<file path="config.mk">
export PLATFORM = sky130hd
export DESIGN_NAME = ipv4_header_inserter
export DESIGN_NICKNAME = d
export VERILOG_FILES = /design/src/rtl/ipv4_header_inserter_pkg.sv /design/src/rtl/ipv4_checksum_calculator.sv /design/src/rtl/ipv4_header_inserter.sv
export SDC_FILE = /design/constraint.sdc
export NUM_CORES = 1
export LEC_CHECK = 0
export CAP_MARGIN = 5
export CORE_MARGIN = 2
export CORE_UTILIZATION = 40
export CTS_CLUSTER_DIAMETER = 100
export CTS_CLUSTER_SIZE = 25
export DETAILED_ROUTE_END_ITERATION = 8
export DONT_BUFFER_PORTS = 1
export HOLD_SLACK_MARGIN = 0.05
export PLACE_DENSITY = 0.64
export SLEW_MARGIN = 40
export SYNTH_ARGS = -nofsm -noshare
export SYNTH_HDL_FRONTEND = slang
export SYNTH_SLANG_ARGS = --single-unit
</file>
<file path="constraint.sdc">
create_clock -name CLK -period 8.5 [get_ports CLK]
set_input_delay 1.7 -clock CLK [delete_from_list [all_inputs] [get_ports CLK]]
set_output_delay 1.7 -clock CLK [all_outputs]
set_load 0.01 [all_outputs]
</file>
<file path="src/rtl/ipv4_header_inserter_pkg.sv">
// Shared types for the IPv4 header inserter: FSM states, header field bundle
// and the header word selector used when streaming the 20-byte header.
package ipv4_header_inserter_pkg;

  typedef enum logic [1:0] {
    IDLE    = 2'd0,
    CSUM    = 2'd1,
    HDR     = 2'd2,
    PAYLOAD = 2'd3
  } state_e;

  localparam int IPV4_HDR_WORDS = 5;

  typedef struct packed {
    logic [7:0]  version;
    logic [7:0]  service_type;
    logic [15:0] length;
    logic [15:0] identification;
    logic [15:0] flags_and_fragment;
    logic [7:0]  ttl;
    logic [7:0]  protocol;
    logic [31:0] src_ip;
    logic [31:0] dst_ip;
  } ipv4_hdr_t;

  // Header word idx of the 20-byte header, first byte in [31:24].
  function automatic logic [31:0] hdr_word(input ipv4_hdr_t h,
                                           input logic [15:0] csum,
                                           input logic [2:0] idx);
    logic [31:0] w;
    case (idx)
      3'd0:    w = {h.version, h.service_type, h.length};
      3'd1:    w = {h.identification, h.flags_and_fragment};
      3'd2:    w = {h.ttl, h.protocol, csum};
      3'd3:    w = h.src_ip;
      3'd4:    w = h.dst_ip;
      default: w = 32'h0;
    endcase
    return w;
  endfunction

endpackage

</file>
<file path="src/rtl/ipv4_checksum_calculator.sv">
// Combinational IPv4 header checksum: one's-complement of the one's-complement
// sum of the header 16-bit words, checksum field taken as zero.
module ipv4_checksum_calculator (
  input  logic [7:0]  version_i,
  input  logic [7:0]  service_type_i,
  input  logic [15:0] length_i,
  input  logic [15:0] identification_i,
  input  logic [15:0] flags_and_fragment_i,
  input  logic [7:0]  ttl_i,
  input  logic [7:0]  protocol_i,
  input  logic [31:0] src_ip_i,
  input  logic [31:0] dst_ip_i,
  output logic [15:0] csum_o
);

  logic [19:0] sum;
  logic [16:0] fold1;
  logic [15:0] fold2;

  always_comb begin
    sum = 20'({version_i, service_type_i}) + 20'(length_i)
        + 20'(identification_i) + 20'(flags_and_fragment_i)
        + 20'({ttl_i, protocol_i})
        + 20'(src_ip_i[31:16]) + 20'(src_ip_i[15:0])
        + 20'(dst_ip_i[31:16]) + 20'(dst_ip_i[15:0]);
    // Nine words cannot carry past bit 19; two folds always settle the sum.
    fold1  = {1'b0, sum[15:0]} + {13'b0, sum[19:16]};
    fold2  = fold1[15:0] + {15'b0, fold1[16]};
    csum_o = ~fold2;
  end

endmodule

</file>
<file path="src/rtl/ipv4_header_inserter.sv">
// Prepends a 5-word IPv4 header (with registered checksum) to a 32-bit
// payload stream, then passes the payload through until its last beat.
module ipv4_header_inserter
  import ipv4_header_inserter_pkg::*;
#(
  parameter int DATA_WIDTH = 32
) (
  input  logic                      CLK,
  input  logic                      RESET,
  input  logic                      HDR_VALID,
  output logic                      HDR_READY,
  input  logic [7:0]                VERSION,
  input  logic [7:0]                SERVICE_TYPE,
  input  logic [15:0]               LENGTH,
  input  logic [15:0]               IDENTIFICATION,
  input  logic [15:0]               FLAGS_AND_FRAGMENT,
  input  logic [7:0]                TTL,
  input  logic [7:0]                PROTOCOL,
  input  logic [31:0]               SRC_IP_ADDRESS,
  input  logic [31:0]               DST_IP_ADDRESS,
  input  logic                      S_TVALID,
  output logic                      S_TREADY,
  input  logic [DATA_WIDTH-1:0]     S_TDATA,
  input  logic [DATA_WIDTH/8-1:0]   S_TKEEP,
  input  logic                      S_TLAST,
  output logic                      M_TVALID,
  input  logic                      M_TREADY,
  output logic [DATA_WIDTH-1:0]     M_TDATA,
  output logic [DATA_WIDTH/8-1:0]   M_TKEEP,
  output logic                      M_TLAST
);

  localparam int KEEP_WIDTH = DATA_WIDTH / 8;
  localparam logic [2:0] LAST_IDX = 3'(IPV4_HDR_WORDS - 1);

  state_e      state_q, state_d;
  logic [2:0]  idx_q, idx_d;
  ipv4_hdr_t   hdr_q, hdr_d;
  logic [15:0] csum_q, csum_d;
  logic [15:0] calc_csum;

  ipv4_checksum_calculator u_csum (
    .version_i            (hdr_q.version),
    .service_type_i       (hdr_q.service_type),
    .length_i             (hdr_q.length),
    .identification_i     (hdr_q.identification),
    .flags_and_fragment_i (hdr_q.flags_and_fragment),
    .ttl_i                (hdr_q.ttl),
    .protocol_i           (hdr_q.protocol),
    .src_ip_i             (hdr_q.src_ip),
    .dst_ip_i             (hdr_q.dst_ip),
    .csum_o               (calc_csum)
  );

  always_ff @(posedge CLK) begin
    if (RESET) begin
      state_q <= IDLE;
      idx_q   <= '0;
      hdr_q   <= '0;
      csum_q  <= '0;
    end else begin
      state_q <= state_d;
      idx_q   <= idx_d;
      hdr_q   <= hdr_d;
      csum_q  <= csum_d;
    end
  end

  always_comb begin
    state_d = state_q;
    idx_d   = idx_q;
    hdr_d   = hdr_q;
    csum_d  = csum_q;
    case (state_q)
      IDLE: begin
        if (HDR_VALID) begin
          hdr_d = '{version:            VERSION,
                    service_type:       SERVICE_TYPE,
                    length:             LENGTH,
                    identification:     IDENTIFICATION,
                    flags_and_fragment: FLAGS_AND_FRAGMENT,
                    ttl:                TTL,
                    protocol:           PROTOCOL,
                    src_ip:             SRC_IP_ADDRESS,
                    dst_ip:             DST_IP_ADDRESS};
          state_d = CSUM;
        end
      end
      CSUM: begin
        csum_d  = calc_csum;
        idx_d   = '0;
        state_d = HDR;
      end
      HDR: begin
        if (M_TREADY) begin
          if (idx_q == LAST_IDX) begin
            state_d = PAYLOAD;
          end else begin
            idx_d = idx_q + 3'd1;
          end
        end
      end
      PAYLOAD: begin
        if (S_TVALID && M_TREADY && S_TLAST) begin
          state_d = IDLE;
        end
      end
      default: state_d = IDLE;
    endcase
  end

  // Outputs are forced idle while RESET is high so a packet cut mid-flight
  // never leaks another beat, even on the cycle reset is being sampled.
  always_comb begin
    HDR_READY = 1'b0;
    S_TREADY  = 1'b0;
    M_TVALID  = 1'b0;
    M_TDATA   = '0;
    M_TKEEP   = '0;
    M_TLAST   = 1'b0;
    if (!RESET) begin
      case (state_q)
        IDLE: HDR_READY = 1'b1;
        HDR: begin
          M_TVALID = 1'b1;
          M_TKEEP  = {KEEP_WIDTH{1'b1}};
          M_TDATA  = DATA_WIDTH'(hdr_word(hdr_q, csum_q, idx_q));
        end
        PAYLOAD: begin
          M_TVALID = S_TVALID;
          S_TREADY = M_TREADY;
          M_TDATA  = S_TDATA;
          M_TKEEP  = S_TKEEP;
          M_TLAST  = S_TLAST;
        end
        default: ;
      endcase
    end
  end

endmodule

</file>
== Word level (Yosys, flattened, before mapping) ==
Cells that the tools add are included.
Word-level totals
  register bits: 165
  input port bits: 186
  output and inout port bits: 40
  word-level logic and storage cells: 65
Cells by class
  add/sub/neg operators: 11
  eq/ne operators: 12
  muxes and demuxes: 21
  bitwise operators: 1
  reductions and logical operators: 8
Operator list (number)
  $pmux 32 s5: 1
  $add 20x16->20: 7
  $pmux 32 s2: 1
  $mux 32: 1
  $add 16x16->17: 1
  $add 16x4->17: 1
  $add 16x1->16: 1
  $not 16->16: 1
  $ne 2x2->1 const B: 5
  $mux 2: 4
  $pmux 2 s4: 1
  $pmux 4 s2: 1
  $mux 1: 7
  $eq 3x2->1 const B: 2
  $mux 3: 2
  $pmux 3 s2: 1
  $eq 2x2->1 const B: 2
  $mux 4: 1
  $reduce_and 4->1: 1
  $add 3x1->3 const B: 1
  $eq 3x1->1 const B: 1
  $eq 3x3->1 const B: 1
  $logic_not 3->1: 1
  $reduce_and 3->1: 1
  other kinds (6): 7

== Logic depth before layout (Yosys ltp) ==
  depth after elaboration: 11
  mapped depth: 44
  gate-level depth less buffers: 44

== Modules after synthesis ==
A second synthesis with hierarchy kept.
Unflattened totals
  cell total of the unflattened synthesis: 1467
  area, all modules: 12036.5 um2
Modules (own cells, without submodules)
  ipv4_header_inserter: instances 1, cells each 954, area each 7464.7 um2, seq. area each 3303.2 um2
  ipv4_checksum_calculator: instances 1, cells each 513, area each 4571.9 um2, seq. area each 0.0 um2

== Worst setup path after synthesis ==
No wires, ideal clock.
  kind: reg-to-reg
  start point: register hdr_q[112] (netlist name)
  end point: register csum_q[14]
  library setup time: 0.086 ns
  arrival time: 8.983 ns
  data required time: 8.414 ns
  path slack: -0.568 ns
  stages on the path, launching flop included: 44
  buffers on the path: 1
  period minus slack after synthesis: 9.068 ns
  cell sequence: dfxtp_1 ha_1 inv_1 fa_1 nor2b_1 o21ai_0 a21boi_0 o21a_1 nor2_1 xnor2_1 fa_1 inv_1 fa_1 fa_1 fa_1 inv_1 ha_1 buf_2 [8 not listed] a21oi_1 xnor2_1 ha_1 nor2b_1 o21ai_0 nand2_1 and4_1 nand4_1 nor3_1 ha_1 ha_1 nand3_1 nor3_1 nand3_2 nor3_4 nand3_2 xnor2_1 a211oi_1
Between the ends
  word-level cells in the longest chain between the ends: 11
Ends and longest elaborated chain
  start, declared: line ipv4_header_inserter.sv:38  | ipv4_hdr_t hdr_q, hdr_d;
  start signal, assigned: line ipv4_header_inserter.sv:64  | hdr_q <= hdr_d;
  $add 16x16->17: line ipv4_checksum_calculator.sv:21  | sum = 20'({version_i, service_type_i}) + 20'(length_i)
  $add 20x16->20 (2 in a row): line ipv4_checksum_calculator.sv:22  | + 20'(identification_i) + 20'(flags_and_fragment_i)
  $add 20x16->20: line ipv4_checksum_calculator.sv:23  | + 20'({ttl_i, protocol_i})
  $add 20x16->20 (2 in a row): line ipv4_checksum_calculator.sv:24  | + 20'(src_ip_i[31:16]) + 20'(src_ip_i[15:0])
  $add 20x16->20 (2 in a row): line ipv4_checksum_calculator.sv:25  | + 20'(dst_ip_i[31:16]) + 20'(dst_ip_i[15:0]);
  $add 16x4->17: line ipv4_checksum_calculator.sv:27  | fold1 = {1'b0, sum[15:0]} + {13'b0, sum[19:16]};
  $add 16x1->16: line ipv4_checksum_calculator.sv:28  | fold2 = fold1[15:0] + {15'b0, fold1[16]};
  $not 16->16: line ipv4_checksum_calculator.sv:29  | csum_o = ~fold2;
  end signal, assigned: line ipv4_header_inserter.sv:65  | csum_q <= csum_d;
  end, declared: line ipv4_header_inserter.sv:39  | logic [15:0] csum_q, csum_d;
No other way between the ends.
A chain may end at the register's enable or synchronous reset.

== Worst setup path after layout ==
Ends and elaborated chain as after synthesis.

==> flow_summary.toml <==
[outcome]
outcome = "finished, final reports clean"

[clock_network]
clk_transition_reported_paths_ns = 0.07
cts_inserted_buffers = 17
cts.path.max_buffers = 2
number_of_clock_sinks = 165
clk-insertion-delay-late_ns = 0.44
h-tree-depth = 4
tritoncts = "done"
cts.root.buffer_cell = "clkbuf_16"

[setup_path]
crit_path_end_kind = "flip-flop"
rrSetupSlack_ns = 0.06
setup.worst_path.start_class = "flip-flop"
cpPeakStageDelay_ns = 0.55
worstPathArrival_ns = 8.79
cpMaxStageDelayCell = "fa_1"
worst-path-max-fanout = 3
criticalPathCategory = "flip-flop to flip-flop"
worst-endpoint-required_ns = 8.85

[synth]
async_flop_share_pct = 0
post_synth_instance_area_um2 = 11600
netlist.top_cell.by_area = "dfxtp_1"
synth_cells = 1416
synth_area_leaders = "dfxtp_1, fa_1, nand2_1, a21oi_1, ha_1"
synthesis.area_per_instance_um2 = 8.19
synth-main-ff-cell = "dfxtp_1"
yosys_register_bits = 165
synth_cell_types = 59
postSynthNetCount = 1752
synth_largest_type_area_fraction_pct = 28.5
seq_area_frac_synth_pct = 28.5
edff_count_synth = 0
synth.yosys.warnings = 0

[floorplan]
std_cell_rows = 62
io_pins = 226
initial_utilization_pct = 40.5
fp.dieArea_um2 = 30400
die_h_um = 174
die-width_um = 174
placeableCoreArea_um2 = 28600

[detailed_routing]
detail_route.drc_violations = 0
postRouteWirelength_mm = 36.2
drt_first_iter_violations = 942
met2RoutedLength_mm = 16.9
detail_route.wl_per_cell_um = 19.9
drtAntennaViolNets = 0
met3_wire_length_mm = 3.13
route.top_layer_used = "met5"
num_vias = 10000
vias_per_std_cell = 5.50
first_pass_iters = 7
m1WireLength_mm = 15.5

[job]
timing.max_cap.violations = 0

[layout]
n_antenna_cell = 0
finished_core_util_pct = 46.3
fillCellCount = 2771
layout.cell_area.non_filler_um2 = 13200
share_of_layout_cells_above_drive_strength_1_pct = 12.7
nets = 1757
stdcell_count = 1818
area_delta_synth_final_pct = 14.2

[global_route]
global_route.usage.total_pct = 23.5
first_global_vias = 9753
grt_pass1_wl_mm = 54.7
grt_max_degree = 174
globalRouteOverflowTotal = 0
antenna_found_initial = 1

[timing]
layout_worst_path_cycle_share_pct = 99.2
worstMarginPinSlew_ns = 0.804
finalWorstSetupSlack_ns = 0.0642
worst_clock_skew_on_the_final_layout_ns = 0.0137
report.final.setup_viol = 0
max_clock_freq_mhz = 119
maxSlewViolCount = 0
rsz_0062_raised_after_global_routing = "yes"
finalWorstPathRequiredPeriod_ns = 8.44
finalHoldViolations = 0
timing.slew.headroom_pct = 46.4

[place]
gp_congestion = 0.933
place_worst_setup_slack_ns = -0.191
numPlacedInstances = 1768
post-dp-hpwl_mm = 28.3
buffer_ports.inserted = 0
placed_cell_area_um2 = 12200

[hold_path]
hold_path_class = "flip-flop to flip-flop"
-- metal layers --
layer / GRT usage [%] / vias to the layer above
met1: 31.5 / 4833
met2: 37.7 / 372
met4: 6.27 / 2
met5: 0 / -
met3: 5.88 / 43
li1: - / 4753
-- synth_stat cells (12+ instances only) --
cell	n
a211oi_1	12
a21o_1	13
a21oi_1	175
a222oi_1	33
a22o_1	32
a22oi_1	32
clkbuf_1	76
dfxtp_1	165
fa_1	97
ha_1	53
inv_1	155
nand2_1	313
nor2_1	37
o21ai_0	45
xnor2_1	34
xor2_1	17
-- worst paths after layout --
check,startpoint,endpoint,cells past startpoint
max,hdr_q[112]$_SDFFE_PP0P_,csum_q[14]$_SDFFE_PP0N_,40
max reg2reg,hdr_q[112]$_SDFFE_PP0P_,csum_q[14]$_SDFFE_PP0N_,40
min,hdr_q[92]$_SDFFE_PP0P_,hdr_q[92]$_SDFFE_PP0P_,2
min reg2reg,hdr_q[92]$_SDFFE_PP0P_,hdr_q[92]$_SDFFE_PP0P_,2
-- critical path, delay by kind of cell, from the launching register on --
family	cells	cell delay, ns
flops	1	0.36
compound gates	9	1.71
simple gates	10	1.29
buf+inv	6	0.54
xor+xnor	3	0.45
fa+ha+maj	12	4.00
-- per-stage QoR --
step                      hold slack (ns)  TNS, ns
after CTS                           0.468        0
after global placement              0.458        0
final                               0.475        0
after floorplan                     0.446        0
after detailed placement            0.460   -0.769
after global routing                0.500    -2.19
-- cell families (layout without fill, tap and decap cells) --
logic type	count (synthesis)	count (layout)	share of synthesized area, %
AOI/OAI and AO/OA	379	379	21.1
DFF	165	165	28.5
muxes	6	6	0.518
xor gates and xnor gates	53	53	4.13
adders and majority gates	150	150	22.5
and+or+nand+nor	421	421	15.5
buffers and inverters	242	260	7.85
-- cells in the final DEF, fill, tap and decap left out, types with 33 or more instances in the layout --
cell	count
nand2_1	311
fa_1	94
nor2_1	34
o21ai_0	40
a222oi_1	33
ha_1	41
inv_1	152
dfxtp_1	162
buf_4	71
a21oi_1	167
-- final cells by class --
cell class | instances | area (µm²) | area share [%]
timing repair buffer | 73 | 564 | 4.26
clock buffer | 17 | 425 | 3.21
inverter | 155 | 582 | 4.39
tap | 384 | 480 | 3.63
multi-input combinational | 1009 | 7720 | 58.3
clock inverter | 15 | 169 | 1.28
sequential | 165 | 3310 | 25.0
-- flip-flops by register name, summed over array words and instances (netlist names) --
signal	count
csum_q	16
hdr_q	144
idx_q	3
state_q	2
-- repair_timing --
item / 4_1_cts / 5_1_grt
pin swaps: 37 / 43
setup buffers: 8 / 9
endpoints found under the hold margin: 0 / 0
hold buffers: 0 / 0
setup endpoints to repair: 9 / 13
resized for setup: 25 / 28
Power is not shown: default switching activity piles up to over one toggle a cycle in this logic, so the estimate is an artifact.
